[src/rtl/bus_pkg.sv]
// Shared command/state encodings, request record and parameter defaults
// for the bus request agent and its request queue.
package bus_pkg;

  localparam int QDEPTH_DEF      = 4;
  localparam int GNT_TIMEOUT_DEF = 255;

  localparam logic [1:0] CMD_RD   = 2'b00;
  localparam logic [1:0] CMD_RDX  = 2'b01;
  localparam logic [1:0] CMD_WB   = 2'b10;
  localparam logic [1:0] CMD_UPGR = 2'b11;

  localparam logic [1:0] P_IDLE = 2'd0;
  localparam logic [1:0] P_REQ  = 2'd1;
  localparam logic [1:0] P_OWN  = 2'd2;
  localparam logic [1:0] P_REL  = 2'd3;

  localparam logic [1:0] S_IDLE = 2'd0;
  localparam logic [1:0] S_REQ  = 2'd1;
  localparam logic [1:0] S_OWN  = 2'd2;
  localparam logic [1:0] S_REL  = 2'd3;

  typedef struct packed {
    logic [31:0] addr;
    logic [1:0]  cmd;
  } bus_req_t;

endpackage

[src/rtl/req_queue.sv]
// FIFO of pending cache-controller requests. Pointers wrap modulo DEPTH;
// a push while full is dropped, a pop while empty is ignored.
module req_queue
  import bus_pkg::*;
#(
  parameter int DEPTH = QDEPTH_DEF
) (
  input  logic     clk,
  input  logic     rst,
  input  logic     push,
  input  bus_req_t push_data,
  input  logic     pop,
  output bus_req_t head,
  output logic     full,
  output logic     empty
);

  localparam int AW = $clog2(DEPTH);

  bus_req_t      mem [DEPTH];
  logic [AW-1:0] rd_ptr;
  logic [AW-1:0] wr_ptr;
  logic [AW:0]   count;
  logic          do_push;
  logic          do_pop;

  assign full    = (count == (AW+1)'(DEPTH));
  assign empty   = (count == '0);
  assign do_push = push && !full;
  assign do_pop  = pop && !empty;
  assign head    = mem[rd_ptr];

  always_ff @(posedge clk) begin
    if (rst) begin
      rd_ptr <= '0;
      wr_ptr <= '0;
      count  <= '0;
    end else begin
      if (do_push) begin
        mem[wr_ptr] <= push_data;
        wr_ptr      <= wr_ptr + 1'b1;
      end
      if (do_pop) rd_ptr <= rd_ptr + 1'b1;
      case ({do_push, do_pop})
        2'b10:   count <= count + 1'b1;
        2'b01:   count <= count - 1'b1;
        default: ;
      endcase
    end
  end

endmodule

[src/rtl/bus_req_agent.sv]
// Bus request agent: queues CPU requests and arbitrates them onto the shared
// bus (proc FSM with grant timeout), plus an independent snoop write-back FSM.
module bus_req_agent
  import bus_pkg::*;
#(
  parameter int QDEPTH      = QDEPTH_DEF,
  parameter int GNT_TIMEOUT = GNT_TIMEOUT_DEF
) (
  input  logic        clk,
  input  logic        rst,
  input  logic        cpu_req_valid,
  input  logic [31:0] cpu_req_addr,
  input  logic [1:0]  cpu_req_cmd,
  output logic        cpu_req_ready,
  output logic        Com_Bus_Req_proc,
  input  logic        Com_Bus_Gnt_proc,
  output logic        Com_Bus_Req_snoop,
  input  logic        Com_Bus_Gnt_snoop,
  input  logic        snoop_wb_req,
  input  logic [31:0] snoop_wb_addr,
  output logic        snoop_wb_done,
  output logic        bus_valid,
  output logic [31:0] bus_addr,
  output logic [1:0]  bus_cmd,
  input  logic        bus_xfer_done,
  output logic        cpu_done,
  output logic        gnt_timeout
);

  localparam logic [7:0] WAIT_LAST = 8'(GNT_TIMEOUT - 1);

  logic [1:0] p_state, p_next;
  logic [1:0] s_state, s_next;
  logic [7:0] wait_cnt;
  bus_req_t   head;
  bus_req_t   enq_data;
  logic       q_full, q_empty;
  logic       enq, proc_done, snoop_done, timeout_hit;

  // Handshake: a request is accepted on any clk edge where cpu_req_valid and
  // cpu_req_ready are both high; ready depends only on queue occupancy.
  assign cpu_req_ready = !q_full;
  assign enq           = cpu_req_valid && cpu_req_ready;
  assign enq_data      = '{addr: cpu_req_addr, cmd: cpu_req_cmd};

  // When both FSMs own the bus the snoop path drives it and takes the done.
  assign snoop_done    = (s_state == S_OWN) && bus_xfer_done;
  assign proc_done     = (p_state == P_OWN) && bus_xfer_done && (s_state != S_OWN);
  assign cpu_done      = proc_done && !rst;
  assign snoop_wb_done = snoop_done && !rst;

  req_queue #(.DEPTH(QDEPTH)) u_queue (
    .clk       (clk),
    .rst       (rst),
    .push      (enq),
    .push_data (enq_data),
    .pop       (proc_done),
    .head      (head),
    .full      (q_full),
    .empty     (q_empty)
  );

  always_comb begin
    p_next      = p_state;
    timeout_hit = 1'b0;
    case (p_state)
      P_IDLE: if (!q_empty) p_next = P_REQ;
      P_REQ: begin
        if (Com_Bus_Gnt_proc) begin
          p_next = P_OWN;
        end else if (wait_cnt == WAIT_LAST) begin
          timeout_hit = 1'b1;
          p_next      = P_REL;
        end
      end
      P_OWN:   if (proc_done) p_next = P_REL;
      default: if (!Com_Bus_Gnt_proc) p_next = P_IDLE;
    endcase
  end

  always_comb begin
    s_next = s_state;
    case (s_state)
      S_IDLE:  if (snoop_wb_req) s_next = S_REQ;
      S_REQ:   if (Com_Bus_Gnt_snoop) s_next = S_OWN;
      S_OWN:   if (bus_xfer_done) s_next = S_REL;
      default: if (!Com_Bus_Gnt_snoop) s_next = S_IDLE;
    endcase
  end

  // Outputs are registered from next-state so they line up with the state.
  always_ff @(posedge clk) begin
    if (rst) begin
      p_state           <= P_IDLE;
      s_state           <= S_IDLE;
      wait_cnt          <= '0;
      gnt_timeout       <= 1'b0;
      Com_Bus_Req_proc  <= 1'b0;
      Com_Bus_Req_snoop <= 1'b0;
      bus_valid         <= 1'b0;
      bus_addr          <= '0;
      bus_cmd           <= '0;
    end else begin
      p_state           <= p_next;
      s_state           <= s_next;
      wait_cnt          <= ((p_state == P_REQ) && (p_next == P_REQ)) ? wait_cnt + 8'd1 : 8'd0;
      if (timeout_hit) gnt_timeout <= 1'b1;
      Com_Bus_Req_proc  <= (p_next == P_REQ) || (p_next == P_OWN);
      Com_Bus_Req_snoop <= (s_next == S_REQ) || (s_next == S_OWN);
      if (s_next == S_OWN) begin
        bus_valid <= 1'b1;
        bus_addr  <= snoop_wb_addr;
        bus_cmd   <= CMD_WB;
      end else if (p_next == P_OWN) begin
        bus_valid <= 1'b1;
        bus_addr  <= head.addr;
        bus_cmd   <= head.cmd;
      end else begin
        bus_valid <= 1'b0;
        bus_addr  <= '0;
        bus_cmd   <= '0;
      end
    end
  end

endmodule

[config.mk]
export PLATFORM = sky130hd
export DESIGN_NAME = bus_req_agent
export DESIGN_NICKNAME = d
export VERILOG_FILES = /design/src/rtl/bus_pkg.sv /design/src/rtl/req_queue.sv /design/src/rtl/bus_req_agent.sv
export SDC_FILE = /design/constraint.sdc
export NUM_CORES = 1
export LEC_CHECK = 0
export ABC_CLOCK_PERIOD_IN_PS = 4920
export CAP_MARGIN = 5
export CORE_MARGIN = 2
export CORE_UTILIZATION = 47
export CTS_CLUSTER_DIAMETER = 120
export DETAILED_ROUTE_END_ITERATION = 10
export DONT_BUFFER_PORTS = 1
export GPL_ROUTABILITY_DRIVEN = 1
export RECOVER_POWER = 100
export SLEW_MARGIN = 0
export SYNTH_ARGS = -nofsm -noshare
export SYNTH_HDL_FRONTEND = slang
export SYNTH_HIERARCHICAL = 1
export SYNTH_SLANG_ARGS = --single-unit
[constraint.sdc]
create_clock -name clk -period 4.92 [get_ports clk]
set_clock_uncertainty 0.15 [all_clocks]
set_input_delay 1.23 -clock clk [delete_from_list [all_inputs] [get_ports clk]]
set_output_delay 1.23 -clock clk [all_outputs]
set_load 0.05 [all_outputs]
==> run_results.csv <==
group,metric,value,unit
routing,drt-initial-drc-count,200,
worst_setup_path,cp_data_required_time,3.54,ns
cells_and_area,finish.net_count,486,
pwr,power.total,3.46,mW
synth,synthesis.area_per_instance,18.4,µm²
synth,dominant_combinational_cell_family_by_area_after_synthesis,"multiplexers",
clock_network,numCtsBuffers,17,
worst_setup_path,cp-end-kind,"output pin",
worst_setup_path,crit_slowest_cell,"nor3b_1",
die,core_area,15100,µm²
cells_and_area,layout_commonest_cell,"edfxtp_1",
worst_setup_path,worst-setup-path-type,"input port to output pin",
worst_setup_path,crit_path_max_incr_delay,1.18,ns
timing,max_clock_freq,263,MHz
clock_network,cts.hold.buffers_added,0,
routing,detail_route.first_pass.iterations,6,
synth,number_of_register_bits_inferred_by_synthesis,195,
synth,synth_seq_area_share,72.8,%
synth,post_synth_xor_area_fraction,0.727,%
status,violations,"capacitance limit, slew limit",
routing,dr_total_vias,3408,
timing,final_setup_tns,0,ns
timing,report.final.slew_viol_count,80,
clock_network,clk_transition_reported_paths,0.06,ns
clock_network,tritoncts_num_sinks,195,
synth,synth.net_count,476,
cells_and_area,layout_common_cells,"edfxtp_1 (136), dfxtp_1 (57), a22o_1 (32)",
placed_design,placedInstanceArea,7430,µm²
clock_network,clockRootBuffer,"clkbuf_16",
timing,final_period_util,77.2,%
routing,drt_wl_total,13000,µm
clock_network,post_cts_resize_count,0,
clock_network,clk-insertion-delay-late,0.42,ns
synth,synth_simple_gate_area_share,4.67,%
global_route,grt_overflow_total,0,
synth,synth.distinct_cells,43,
global_route,grtUsageTotal,16.9,%
min_path,hold_path.class,"flip-flop to flip-flop",
routing,routedWlPerCell,21.5,µm
global_route,grt_pass1_wl,20200,µm
worst_setup_path,critPathMaxFanout,25,
global_route,grt_start_max_net_pins,35,
pwr,power.ir.vdd_worst,0.270,mV
clock_network,clock_tree.buffer_depth,2,
cells_and_area,area.growth.synth_to_final,10.0,%
die,initial_core_util,47.7,%
timing,timing_worst_slew_pin_value,1.75,ns
cells_and_area,finalInstanceArea,7960,µm²
synth,post_synth_mux_area_share,11.1,%
clock_network,cts_setup_buffers,0,
status,run_status,"finished, violations left",
clock_network,clock_tree_from_tritoncts,"built",
worst_setup_path,timing.critical_path.buf_inv,0,
synth,synth_compound_gate_area_share,5.95,%
die,fp-row-count,45,
worst_setup_path,path_cells,"nor3b_1",
timing,post-route-min-period,3.80,ns
die,dieHeight,128,µm
timing,finalSetupViolCount,0,
timing,slew_headroom,-17.0,%
synth,synthesized_instance_count,392,
cells_and_area,drive_gt1_share,16.6,%
timing,finalHoldViolations,0,
synth,synth-warning-count,6,
worst_setup_path,data_arrival_at_the_endpoint_of_the_critical_path,2.42,ns
routing,ant_nets_after_route,0,
placed_design,gp_congestion,0.758,
timing,hold_slack,0.338,ns
global_route,number_of_global_route_vias_before_repair,3625,
worst_setup_path,startpoint_type,"input port",
die,die-area,16400,µm²
worst_setup_path,worst_path_dominant_cell_family,"simple AND/OR/NAND/NOR gates",
synth,synth-adder-area-share,2.01,%
die,io_pins,114,
placed_design,buffer_ports.inserted,0,
pwr,power_per_cell_area,435,nW/µm²
placed_design,hpwlAfterDp,7890,µm
timing,rsz0062_at_grt,"no",
cells_and_area,n_antenna_cell,0,
clock_network,htree_num_levels,4,
global_route,grt_antenna_before_repair,0,
synth,post_synth_instance_area,7230,µm²
pwr,p_leak,2.61,nW
routing,vias_per_cell,5.65,
flow_run,maxCapViolations,4,
routing,remaining_drc_errors,0,
cells_and_area,nFillCells,1206,
die,chipWidth,128,µm
-- metal layers --
metal,track usage [%],up-vias,wire (µm)
met5,0,-,0
met2,27.3,91,6420
li1,-,1554,-
met4,6.66,0,213
met1,20.9,1751,5470
met3,6.43,12,882
-- final cells by class --
class	instances	area, µm²	area share (%)
multi-input combinational	165	1760	22.1
tap	188	235	2.96
inverter	13	48.8	0.613
clock buffer	27	569	7.16
timing repair buffer	10	45.0	0.566
sequential	195	5270	66.2
clock inverter	5	33.8	0.425
-- logic make-up after synthesis --
family / after synthesis
DFF: 195
and+or+nand+nor: 57
AOI/OAI and AO/OA: 55
muxes: 36
buffers and inverters: 32
adders and majority gates: 11
xor gates and xnor gates: 6
-- worst paths after layout --
path	depth (start not counted)	start	to	slack [ns]
max	1	rst	snoop_wb_done	1.12
min	2	u_queue/rd_ptr[1]$_SDFFE_PP0P_	flip-flop	0.34
max reg2reg	6	s_state[0]$_SDFF_PP0_	bus_addr[6]$_SDFF_PP0_	1.92
min reg2reg	2	u_queue/rd_ptr[1]$_SDFFE_PP0P_	flip-flop	0.34
-- where the power goes --
part	switching, mW	total, mW	internal (mW)
Sequential	0.120	1.94	1.82
Combinational	0.0886	0.160	0.0716
Clock	0.558	1.36	0.800
-- worst reg2reg max path, cell delays in order (launching register included) --
cell and delay [ns]:
dfxtp_1 0.35, nand2_1 0.12, o21a_1 0.14, o21ai_0 0.16, ha_1 0.30, nor2b_2 1.39, a22o_1 0.33
-- state kept, by name, indices dropped and copies added, names as in the netlist, named ones only --
name,flops
u_queue/rd_ptr,2
bus_cmd,2
p_state,2
wait_cnt,8
gnt_timeout,1
bus_valid,1
s_state,2
u_queue/count,3
u_queue/mem,136
Com_Bus_Req_snoop,1
u_queue/wr_ptr,2
bus_addr,32
Com_Bus_Req_proc,1
-- stage by stage --
stage | util, % | std cells | setup slack, ns
3_5_place_dp | 49.0 | 571 | 1.41
4_1_cts | 53.0 | 603 | 1.40
5_1_grt | 52.5 | 603 | 1.11
3_3_place_gp | 49.0 | 571 | 1.42
6_report | 52.5 | 603 | 1.12
2_1_floorplan | - | 392 | 0.174
-- cell usage after synthesis, drive strengths merged --
master | n | area, µm²
inv | 13 | 48.8
nand2 | 4 | 15.0
o211a | 1 | 10.0
a22o | 32 | 280
ha | 10 | 125
nand3 | 8 | 40.0
edfxtp | 136 | 4080
nand2b | 6 | 37.5
nand4b | 1 | 8.76
o31a | 1 | 8.76
o31ai | 1 | 7.51
a21oi | 8 | 51.3
mux4 | 34 | 781
and2 | 1 | 6.26
o21ai | 7 | 35.0
nor3b | 7 | 68.8
buf | 16 | 140
nor2 | 16 | 72.6
o21a | 3 | 22.5
nor3 | 1 | 5.00
clkbuf | 3 | 11.3
xor2 | 5 | 43.8
nand4 | 1 | 6.26
fa | 1 | 20.0
nor4 | 1 | 6.26
nor2b | 3 | 18.8
dfxtp | 59 | 1180
and3 | 1 | 6.26
mux2i | 2 | 20.0
a211o | 1 | 8.76
or3b | 1 | 8.76
or3 | 6 | 37.5
xnor2 | 1 | 8.76
a31oi | 1 | 6.26
Power figures use the tool's default switching activity.
